[src/rtl/bsg_dfi_cmd_pkg.sv]
// Shared types for the closed-page DFI command sequencer: FSM states,
// DDR3 command pin encodings and the latched request record.
package bsg_dfi_cmd_pkg;

  typedef enum logic [3:0] {
    S_IDLE, S_ACT, S_WAIT_RCD, S_RW, S_WAIT_PRE, S_PRE, S_WAIT_RP, S_REF, S_WAIT_RFC
  } state_e;

  // {cs_n, ras_n, cas_n, we_n}
  localparam logic [3:0] CMD_DESEL = 4'b1111;
  localparam logic [3:0] CMD_ACT   = 4'b0011;
  localparam logic [3:0] CMD_RD    = 4'b0101;
  localparam logic [3:0] CMD_WR    = 4'b0100;
  localparam logic [3:0] CMD_PRE   = 4'b0010;
  localparam logic [3:0] CMD_REF   = 4'b0001;

  typedef struct packed {
    logic        write;
    logic [2:0]  bank;
    logic [15:0] row;
    logic [9:0]  col;
  } dfi_req_s;

endpackage

[src/rtl/bsg_dfi_cmd_timer.sv]
// Loadable down-counter that parks at zero; zero_o flags expiry.
module bsg_dfi_cmd_timer #(
  parameter int                     cnt_width_p = 12,
  parameter logic [cnt_width_p-1:0] rst_val_p   = '0
) (
  input  logic                   clk_i,
  input  logic                   rst_n_i,
  input  logic                   load_i,
  input  logic [cnt_width_p-1:0] load_val_i,
  output logic                   zero_o
);

  logic [cnt_width_p-1:0] cnt_q, cnt_d;

  always_comb begin
    cnt_d = cnt_q;
    if (load_i)             cnt_d = load_val_i;
    else if (cnt_q != '0)   cnt_d = cnt_q - 1'b1;
  end

  always_ff @(posedge clk_i or negedge rst_n_i)
    if (!rst_n_i) cnt_q <= rst_val_p;
    else          cnt_q <= cnt_d;

  assign zero_o = (cnt_q == '0);

endmodule

[src/rtl/bsg_dfi_cmd_sequencer.sv]
// Closed-page DDR3 sequencer: ACT -> RD/WR -> PRE per request, periodic REF,
// and DFI data enables generated at the write/read latencies.
module bsg_dfi_cmd_sequencer
  import bsg_dfi_cmd_pkg::*;
#(
  parameter int trcd_p         = 4,
  parameter int trp_p          = 4,
  parameter int tras_p         = 10,
  parameter int trtp_p         = 4,
  parameter int twr_p          = 6,
  parameter int trfc_p         = 32,
  parameter int trefi_p        = 1560,
  parameter int wl_p           = 2,
  parameter int rl_p           = 4,
  parameter int burst_cycles_p = 2,
  parameter int cnt_width_p    = 12
) (
  input  logic        dfi_clk_1x_i,
  input  logic        dfi_rst_n_i,
  input  logic        init_done_i,
  input  logic        req_v_i,
  input  logic        req_write_i,
  input  logic [2:0]  req_bank_i,
  input  logic [15:0] req_row_i,
  input  logic [9:0]  req_col_i,
  output logic        req_ready_o,
  output logic [2:0]  dfi_bank_o,
  output logic [15:0] dfi_address_o,
  output logic        dfi_cs_n_o,
  output logic        dfi_ras_n_o,
  output logic        dfi_cas_n_o,
  output logic        dfi_we_n_o,
  output logic        dfi_cke_o,
  output logic        dfi_wrdata_en_o,
  output logic        dfi_rddata_en_o,
  output logic        busy_o,
  output logic        refresh_overrun_o
);

  typedef logic [cnt_width_p-1:0] cnt_t;

  // Wait timers are loaded in the command cycle and exit on the cycle they read zero,
  // so a gap of N cycles between commands loads N-2 (tRFC counts its full wait instead).
  localparam cnt_t RCD_LD  = cnt_t'(trcd_p - 2);
  localparam cnt_t RAS_LD  = cnt_t'(tras_p - 2);
  localparam cnt_t RTP_LD  = cnt_t'(trtp_p - 2);
  localparam cnt_t WRP_LD  = cnt_t'(wl_p + burst_cycles_p + twr_p - 2);
  localparam cnt_t RP_LD   = cnt_t'(trp_p - 2);
  localparam cnt_t RFC_LD  = cnt_t'(trfc_p - 1);
  localparam cnt_t REFI_LD = cnt_t'(trefi_p - 1);
  localparam int   WSR_W   = wl_p + burst_cycles_p - 1;
  localparam int   RSR_W   = rl_p + burst_cycles_p - 1;

  state_e     state_q, state_d;
  dfi_req_s   req_q, req_d;
  logic       ref_pend_q, ref_pend_d;
  logic       ovr_q, ovr_d;
  logic       cke_q;
  logic [WSR_W-1:0] wr_sr_q;
  logic [RSR_W-1:0] rd_sr_q;

  logic       wait_ld, wait_zero, ras_zero, ref_zero, ref_due;
  cnt_t       wait_val;
  logic [3:0] cmd;

  bsg_dfi_cmd_timer #(.cnt_width_p(cnt_width_p), .rst_val_p('0)) u_wait_tmr (
    .clk_i(dfi_clk_1x_i), .rst_n_i(dfi_rst_n_i), .load_i(wait_ld),
    .load_val_i(wait_val), .zero_o(wait_zero));

  bsg_dfi_cmd_timer #(.cnt_width_p(cnt_width_p), .rst_val_p('0)) u_ras_tmr (
    .clk_i(dfi_clk_1x_i), .rst_n_i(dfi_rst_n_i), .load_i(state_q == S_ACT),
    .load_val_i(RAS_LD), .zero_o(ras_zero));

  bsg_dfi_cmd_timer #(.cnt_width_p(cnt_width_p), .rst_val_p(REFI_LD)) u_ref_tmr (
    .clk_i(dfi_clk_1x_i), .rst_n_i(dfi_rst_n_i), .load_i(ref_zero),
    .load_val_i(REFI_LD), .zero_o(ref_zero));

  assign req_ready_o = dfi_rst_n_i & init_done_i & ~ref_pend_q & (state_q == S_IDLE);
  // An expiry this cycle counts as pending so the refresh can follow without a bubble.
  assign ref_due     = init_done_i & (ref_pend_q | ref_zero);

  always_comb begin
    state_d  = state_q;
    req_d    = req_q;
    wait_ld  = 1'b0;
    wait_val = '0;
    unique case (state_q)
      S_IDLE: begin
        if (init_done_i && ref_pend_q) state_d = S_REF;
        else if (req_v_i && req_ready_o) begin
          req_d   = '{write: req_write_i, bank: req_bank_i, row: req_row_i, col: req_col_i};
          state_d = S_ACT;
        end else if (ref_due) state_d = S_REF;
      end
      S_ACT:      begin wait_ld = 1'b1; wait_val = RCD_LD; state_d = S_WAIT_RCD; end
      S_WAIT_RCD: if (wait_zero) state_d = S_RW;
      S_RW: begin
        wait_ld  = 1'b1;
        wait_val = req_q.write ? WRP_LD : RTP_LD;
        state_d  = S_WAIT_PRE;
      end
      S_WAIT_PRE: if (wait_zero && ras_zero) state_d = S_PRE;
      S_PRE:      begin wait_ld = 1'b1; wait_val = RP_LD; state_d = S_WAIT_RP; end
      S_REF:      begin wait_ld = 1'b1; wait_val = RFC_LD; state_d = S_WAIT_RFC; end
      S_WAIT_RP, S_WAIT_RFC:
        if (wait_zero) state_d = ref_due ? S_REF : S_IDLE;
      default:    state_d = S_IDLE;
    endcase
  end

  assign ref_pend_d = (ref_pend_q & (state_q != S_REF)) | ref_zero;
  assign ovr_d      = ovr_q | (ref_zero & ref_pend_q);

  always_comb begin
    cmd           = CMD_DESEL;
    dfi_bank_o    = '0;
    dfi_address_o = '0;
    unique case (state_q)
      S_ACT: begin cmd = CMD_ACT; dfi_bank_o = req_q.bank; dfi_address_o = req_q.row; end
      S_RW: begin
        cmd           = req_q.write ? CMD_WR : CMD_RD;
        dfi_bank_o    = req_q.bank;
        dfi_address_o = {5'b0, 1'b0, req_q.col};
      end
      S_PRE: begin cmd = CMD_PRE; dfi_bank_o = req_q.bank; dfi_address_o = 16'h0400; end
      S_REF: cmd = CMD_REF;
      default: ;
    endcase
  end

  always_ff @(posedge dfi_clk_1x_i or negedge dfi_rst_n_i)
    if (!dfi_rst_n_i) begin
      state_q    <= S_IDLE;
      req_q      <= '0;
      ref_pend_q <= 1'b0;
      ovr_q      <= 1'b0;
      cke_q      <= 1'b0;
      wr_sr_q    <= '0;
      rd_sr_q    <= '0;
    end else begin
      state_q    <= state_d;
      req_q      <= req_d;
      ref_pend_q <= ref_pend_d;
      ovr_q      <= ovr_d;
      cke_q      <= 1'b1;
      wr_sr_q    <= {wr_sr_q[WSR_W-2:0], (state_q == S_RW) &  req_q.write};
      rd_sr_q    <= {rd_sr_q[RSR_W-2:0], (state_q == S_RW) & ~req_q.write};
    end

  // Bit k holds the command from k+1 cycles ago; the enable window is latency..latency+burst-1.
  assign dfi_wrdata_en_o = |wr_sr_q[WSR_W-1:wl_p-1];
  assign dfi_rddata_en_o = |rd_sr_q[RSR_W-1:rl_p-1];

  assign {dfi_cs_n_o, dfi_ras_n_o, dfi_cas_n_o, dfi_we_n_o} = cmd;
  assign dfi_cke_o         = cke_q;
  assign busy_o            = (state_q != S_IDLE);
  assign refresh_overrun_o = ovr_q;

endmodule

[config.mk]
export PLATFORM = sky130hd
export DESIGN_NAME = bsg_dfi_cmd_sequencer
export DESIGN_NICKNAME = d
export VERILOG_FILES = /design/src/rtl/bsg_dfi_cmd_pkg.sv /design/src/rtl/bsg_dfi_cmd_timer.sv /design/src/rtl/bsg_dfi_cmd_sequencer.sv
export SDC_FILE = /design/constraint.sdc
export NUM_CORES = 1
export LEC_CHECK = 0
export ABC_AREA = 1
export CAP_MARGIN = 15
export CORE_MARGIN = 2
export CORE_UTILIZATION = 50
export CTS_BUF_LIST = sky130_fd_sc_hd__clkbuf_8 sky130_fd_sc_hd__clkbuf_16
export CTS_CLUSTER_DIAMETER = 120
export DETAILED_ROUTE_END_ITERATION = 16
export MAX_ROUTING_LAYER = met4
export PLACE_DENSITY = 0.85
export SYNTH_ARGS = -nofsm -noshare
export SYNTH_HDL_FRONTEND = slang
export SYNTH_SLANG_ARGS = --single-unit
[constraint.sdc]
create_clock -name dfi_clk_1x_i -period 1.95 [get_ports dfi_clk_1x_i]
set_input_delay 0.4875 -clock dfi_clk_1x_i [delete_from_list [all_inputs] [get_ports dfi_clk_1x_i]]
set_output_delay 0.4875 -clock dfi_clk_1x_i [all_outputs]
set_load 0.01 [all_outputs]
# After elaboration in Yosys (flattened, before gate mapping)
# Index checks and enable logic that the tools add are counted.
# Widths: inputs -> output; s select.
# word_totals
regBits	81
inputBits	34
# classes
eq_ne	13
reduce_logical	22
mux	21
bitwise	14
addsub	3
# op_table
cell	n
$mux 12	6
$pmux 16 s3	1
$logic_not 12->1	3
$reduce_bool 12->1	3
$sub 12x1->12 const B	3
$pmux 4 s8	1
$mux 4	7
$eq 4x3->1 const B	4
$pmux 4 s4	1
$pmux 5 s3	1
$and 1x1->1	8
$eq 4x2->1 const B	2
$reduce_or 2->1	4
$mux 3	2
$ne 2x2->1 const B	3
$reduce_bool 2->1	3
$eq 4x1->1 const B	1
$eq 4x4->1 const B	1
$logic_not 4->1	1
$ne 4x2->1 const B	1
$ne 4x3->1 const B	1
$reduce_and 4->1	1
$reduce_bool 4->1	1
$reduce_or 4->1	1
other kinds (6)	13

# Depth between registers and ports, before layout
# Gate-level depths: netlist of the first run.
# logic_depth
word_depth	7
depth_mapped	11
ltp_nobuf	11

# Hierarchy
# Synthesis of the first run repeated with hierarchy kept, for this count alone.
# unflattened
cells_unflattened	613
area_unflattened_um2	4697.0
# modules_own_cells
mod	area_per_inst_um2	seq_area_each_um2	n_inst	cells_each
bsg_dfi_cmd_sequencer	2185.8	1126.1	1	247
bsg_dfi_cmd_timer (u_ras_tmr ...)	834.6	300.3	2	122
bsg_dfi_cmd_timer (u_ref_tmr)	842.1	307.8	1	122

# Least setup slack after synthesis of the first run
# OpenSTA, ideal clock, no wires.
# synth_timing
path_kind	register to output
startpoint	register state_q[0]
endpoint	output port dfi_address_o[8]
t_arrival_ns	1.207
stages_incl_launch_ff	6
required_time_ns	1.462
path_slack_ns	0.256
path_cell_list	dfrtp_1 inv_1 nor2_1 nand2_1 clkbuf_1 o22ai_1
# synth_between
elab_chain_len	2
# synth_rtl
item	line_no	source
start: declaration	bsg_dfi_cmd_sequencer.sv:54	state_e state_q, state_d;
start signal: assignment	bsg_dfi_cmd_sequencer.sv:141	state_q <= state_d;
$eq 4x3->1 (tied with other cells)	bsg_dfi_cmd_sequencer.sv:118	unique case (state_q)
$pmux 16 s3 *	bsg_dfi_cmd_sequencer.sv:118	
end: declaration	bsg_dfi_cmd_sequencer.sv:28	output logic [15:0] dfi_address_o,
# Every way passes the cells marked *; elsewhere a longest branch is shown, timed or not.

# Final worst setup path of the first run
# layout_timing
startpoint	register state_q[3]
endpoint	output port dfi_address_o[6]
# Same word-level chain as after synthesis.

==> results.cfg, run 1 <==
[global_route]
grt_pass1_vias = 3478
antenna_found_initial = 0
grt_pass1_wl_mm = 16.4
grt_max_degree = 45
grt.total_usage = 0.250
overflow = 0

[yosys]
synth_xor_area_frac = 0.0264
synth_top_area_cell = dfrtp_1
synth_nets = 485
synth_mux_area_frac = 0.0699
synth.distinct_cells = 35
synth_area_um2 = 3970
synth_top_family_by_area = simple AND/OR/NAND/NOR gates
postSynthCellCount = 446
synth_fa_ha_area_frac = 0.0157
synth_area_leaders = dfrtp_1, nor2_1, nand2_1
synth-seq-cells = 81
synth-compound-area-share = 0.0875
ys_warn_count = 0
synth_area_per_cell_um2 = 8.91
yosys.area_share.simple = 0.214
synth-seq-area-share = 0.512
synth_top_area_frac = 0.472

[die]
die_width_um = 93.2
start_util = 0.514
die_area_um2 = 8680
row_count = 32
die_h_um = 93.2
core-area_um2 = 7730
io_pins = 63

[worst_setup_path]
cp_slowest_cell = dfrtp_2
startpoint_type = register
cp.arrival_ns = 1.65
critPathKind = reg2out
critPathRequiredTime_ns = 1.46
path_buf_inv = 4
path_cells = nor2_4, buf_6, nand3_4, clkinv_4, buf_6, a22o_1, buf_2
end_kind = output port
cpPeakStageDelay_ns = 0.44
path_common_cell = buf_6
crit_family = buffers and inverters
crit_fanout = 5

[pwr]
power_mw = 7.97
cellPowerDensity_nw_per_um2 = 1470
p_leak_nw = 2.76
peakVddDrop_v = 0.000676

[clock_tree]
cts_buffers = 9
clk_pin_slew_worst_paths_ns = 0.09
cts_tree = yes
cts_sinks = 81
cts-root-buf = clkbuf_8
clockBufferDepth = 2
clock_latency_ns = 0.36
cts.htree.levels = 3

[detailed_routing]
drc = 0
ant_nets = 0
wl_per_cell_um = 15.6
wl_mm = 10.4
num_vias = 3585
drt_first_iter_violations = 214
viasPerCell = 5.36
first_pass_iters = 5

[sta]
setup_ws_ns = -0.191
max_freq_mhz = 467
setup_tns_ns = -2.68
drv_slew = 0
setup_viol = 22
worstMarginPinSlew_ns = 0.570
fin_crit_sh = 1.10
hold_viol_final = 0
period_needed_ns = 2.14
fin_skew_ns = 0.0123
maxSlewHeadroom = 0.620
rsz0062_at_grt = true

[placement]
io_buffer_count = 62
pre_cts_slack_ns = -0.409
place_area_um2 = 4930
gp_congestion = 0.905
hpwl_mm = 6.33

[finish]
nets = 601
fill_cells = 506
area_growth_pct = 35.9
antennaDiodeCount = 0
drive_gt1_frac = 0.272
final_cell_mix = dfrtp_1, nor2_1, nand2_1
final_common_cell = dfrtp_1
final_cell_area_um2 = 5400

[status]
status = finished, violations left
violations = negative setup slack

[job]
maxCapViolCount = 0

[min_path]
min_path_type = in2async
cell families after synthesis:
family | count (synthesis)
AOI/OAI and AO/OA | 59
other | 1
muxes | 19
buffers and inverters | 71
DFF | 81
adders and majority gates | 5
and+or+nand+nor | 198
xor gates and xnor gates | 12
per-layer routing:
layer  wire (um)  vias to the layer above  part of all wire  global-route usage
met1        4320                     1734              0.41               0.312
li1            -                     1655                 -                   -
met2        5230                      164              0.50               0.406
met4         294                        0             0.028               0.103
met3         580                       32             0.056              0.0467
met5           0                        -                 0                   -
synthesized netlist by cell type:
cell / instances
buf_4: 1
nor4_1: 1
dfrtp_1: 75
nand2_2: 4
nand2_1: 71
nor3b_1: 3
clkbuf_1: 2
mux2_2: 2
o21bai_1: 1
nor3_1: 16
inv_2: 3
or2_2: 2
mux2_4: 17
nor2_4: 2
nor2_1: 76
buf_6: 3
xnor2_1: 4
ha_1: 5
o31ai_1: 3
a21oi_1: 22
a211oi_1: 1
o22ai_1: 1
o21ai_0: 19
nor3_2: 1
dfstp_2: 6
a22o_1: 9
nor2_2: 3
xor2_1: 8
nand3_1: 15
a31oi_1: 2
clkinv_1: 1
o21a_1: 1
conb_1: 1
inv_1: 61
nand4_1: 4
flip-flops by register name, summed over array words and instances, names as in the netlist, 3 cells and up:
name,cells
rd_sr_q,5
req_q,30
state_q,4
u_ras_tmr.cnt_q,12
u_ref_tmr.cnt_q,12
u_wait_tmr.cnt_q,12
wr_sr_q,3
path summary, 6_finish.rpt:
path | cells after the start | slack, ns | startpoint | endpoint
worst min register to register | 0 | 0.35 | rd_sr_q[2] | rd_sr_q[3]
worst max register to register | 12 | 0.01 | state_q[3] | req_q[22]
max in group asynchronous | 3 | 0.79 | dfi_rst_n_i | state_q[3]
worst min-delay path | 2 | 0.19 | dfi_rst_n_i | u_ras_tmr.cnt_q[4]
min in group dfi_clk_1x_i | 0 | 0.35 | rd_sr_q[2] | rd_sr_q[3]
worst max-delay path | 7 | -0.19 | state_q[3] | dfi_address_o[6]
worst reg2reg max path: cells and delay by family (launching register included):
kind	cells	cell delay (ns)
AOI/OAI and AO/OA	1	0.06
buffers and inverters	6	0.81
DFF	1	0.44
and+or+nand+nor	5	0.52
area by class of cell:
class                           count  area, um^2  share of cell area
Clock inverter                      6        43.8             0.00811
Inverter                           65         262              0.0484
Sequential cell                    81        2040               0.377
Timing Repair Buffer              111        1010               0.186
Tap cell                          102         128              0.0236
Clock buffer                       10         138              0.0255
Multi-Input combinational cell    294        1790               0.331
report_power, final:
part	internal (mW)	switching (mW)
logic	1.88	2.30
clock network	0.499	0.648
registers	2.25	0.385
total	4.64	3.33
through the flow:
step | util | std cells | hold WS, ns
detailed placement | 0.638 | 635 | 0.336
finish | 0.699 | 669 | 0.186
floorplan | - | 446 | 0.192
global route | 0.699 | 669 | 0.241
global placement | 0.638 | 635 | 0.333
CTS | 0.673 | 663 | 0.201
what timing repair did:
action,in CTS,in global routing
setup endpoints to repair,27,25
buffers inserted,11,7
gates cloned,1,0
gates resized for setup,135,40
hold buffers,0,0
pin swaps,20,7
No activity file was read; power rests on OpenSTA's default activity.
==> run 2, diff against run 1 <==
--- a/config.mk
+++ b/config.mk
@@ -14,6 +14,7 @@
 export DETAILED_ROUTE_END_ITERATION = 16
 export MAX_ROUTING_LAYER = met4
 export PLACE_DENSITY = 0.85
+export REMOVE_ABC_BUFFERS = 1
 export SYNTH_ARGS = -nofsm -noshare
 export SYNTH_HDL_FRONTEND = slang
 export SYNTH_SLANG_ARGS = --single-unit
==> constraint.sdc (replaced) <==
create_clock -name dfi_clk_1x_i -period 2 [get_ports dfi_clk_1x_i]
set_input_delay 0.5 -clock dfi_clk_1x_i [delete_from_list [all_inputs] [get_ports dfi_clk_1x_i]]
set_output_delay 0.5 -clock dfi_clk_1x_i [all_outputs]
set_load 0.01 [all_outputs]
==> results.cfg, run 2 (same netlist as run 1, synthesis figures left out) <==
[status]
status = finished, violations left
violations = negative setup slack

[clock_tree]
cts_sinks = 81
clk_pin_slew_worst_paths_ns = 0.08
cts_buffers = 9
cts_tree = yes
clock_latency_ns = 0.37
cts.htree.levels = 3
cts-root-buf = clkbuf_8
clockBufferDepth = 2

[pwr]
cellPowerDensity_nw_per_um2 = 1420
seqPwrFrac = 0.341
peakVddDrop_v = 0.000737
p_int_mw = 4.45
swShare = 0.410
switchingPower_mw = 3.09
p_clk_frac = 0.163
comb_power_share = 0.496
p_leak_nw = 2.74

[worst_setup_path]
cp_slowest_cell = dfrtp_1
cpPeakStageDelay_ns = 0.43
critPathRequiredTime_ns = 1.50
crit_fanout = 5
path_buf_inv = 4
cp.arrival_ns = 1.67
path_cells = buf_6, nand3_4, clkinv_4, buf_6, a22o_1, buf_6
end_kind = output port
path_common_cell = buf_6
crit_family = buffers and inverters
critPathKind = reg2out
regToRegSetupSlack_ns = 0.14
worst-r2r-cell-count = 11
startpoint_type = register
path_depth = 6

[die]
io_pins = 63
die_area_um2 = 8680
die_width_um = 93.2
row_count = 32
die_h_um = 93.2
start_util = 0.514
core-area_um2 = 7730

[sta]
setup_tns_ns = -1.56
setup_ws_ns = -0.171
period_needed_ns = 2.17
holdWs_ns = 0.352
setup_viol = 16
maxSlewHeadroom = 0.323
max_freq_mhz = 461
worstMarginPinSlew_ns = 1.02
fin_skew_ns = 0.0135
rsz0062_at_grt = true
hold_viol_final = 0
drv_slew = 0
fin_crit_sh = 1.09

[finish]
top_register = req_q
fill_cells = 561
final_cell_mix = dfrtp_1, nor2_1, nand2_1
area_growth_pct = 33.8
largest_reg_flops = 30
final_common_cell = dfrtp_1
antennaDiodeCount = 0
multi_input_area_um2 = 1740
nets = 601
finalNonFillerCells = 669
layout.area.seq_um2 = 2030
drive_gt1_frac = 0.263

[detailed_routing]
wl_mm = 10.2
viasPerCell = 5.23
drc = 0
first_pass_iters = 4
ant_nets = 0
num_vias = 3497
wl_per_cell_um = 15.2
drt_first_iter_violations = 204

[job]
maxCapViolCount = 0

[placement]
place_inst = 635
pre_cts_slack_ns = -0.322
gp_congestion = 0.868
hpwl_mm = 6.40
io_buffer_count = 62

[min_path]
hold_path_depth = 0
min_path_type = reg2reg

[global_route]
grt_pass1_wl_mm = 15.8
overflow = 0
grt_max_degree = 82
grt_pass1_vias = 3487
antenna_found_initial = 0
grt.total_usage = 0.240
## run 2: cell count changes in the layout (fill, tap and decap cells not counted), sizes merged
cell,previous run,this run
bufinv,0,1
clkbuf,11,9
clkdlybuf4s15,0,1
clkinvlp,3,2
inv,66,67
## run 2: final timing paths
check | from | endpoint
setup / recovery | state_q[1] | dfi_address_o[0]
hold / removal | wr_sr_q[0] | wr_sr_q[1]
setup reg to reg | state_q[3] | req_q[23]
hold reg to reg | wr_sr_q[0] | wr_sr_q[1]
max in group asynchronous | dfi_rst_n_i | req_q[26]
min in group asynchronous | dfi_rst_n_i | req_q[22]
## run 2: worst register-to-register path, cell delays in order (launching register included)
cell	delay, ns
dfrtp_1	0.42
nor2_4	0.20
buf_4	0.14
buf_4	0.11
nand2_4	0.07
nor2_4	0.10
buf_4	0.11
nand2_2	0.05
buf_12	0.17
buf_4	0.19
nor2_1	0.13
a21oi_1	0.06
## run 2: cell type report
cell class              instances  share of cell area
clock buffers                   9              0.0233
clock inverters                 7              0.0144
inverters                      65              0.0482
multi-input cells             294               0.327
flip-flops and latches         81               0.383
well taps                     102              0.0240
repair buffers                111               0.181
## run 2: metal layers
layer,vias to the layer above,wire length [um],track usage
li1,1663,-,-
met1,1688,4140,0.283
met2,112,5250,0.393
met3,34,455,0.0508
met4,0,355,0.121
met5,-,0,-
## run 2: what timing repair did
item	4_1_cts	5_1_grt
pin swaps	15	6
endpoints found under the setup margin	27	24
buffers inserted	15	3
hold buffers	0	0
hold endpoints to repair	0	0
gates resized for setup	131	20
## run 2: power by group through the flow
stage	registers, mW	clock network (mW)	logic [mW]
final	2.57	1.23	3.74
after global routing	2.62	1.32	4.09
after CTS	2.55	1.24	3.50
after detailed placement	2.55	0	3.30
after global placement	2.53	0	3.17
after floorplan	2.49	0	2.06
## run 2: per-stage QoR
| step | instance area (um^2) | total power, mW | util |
|---|---|---|---|
| floorplan | 3930 | 4.54 | - |
| global placement | 4920 | 5.70 | 0.636 |
| detailed placement | 4920 | 5.85 | 0.636 |
| CTS | 5220 | 7.29 | 0.675 |
| global route | 5320 | 8.04 | 0.688 |
| finish | 5320 | 7.55 | 0.688 |
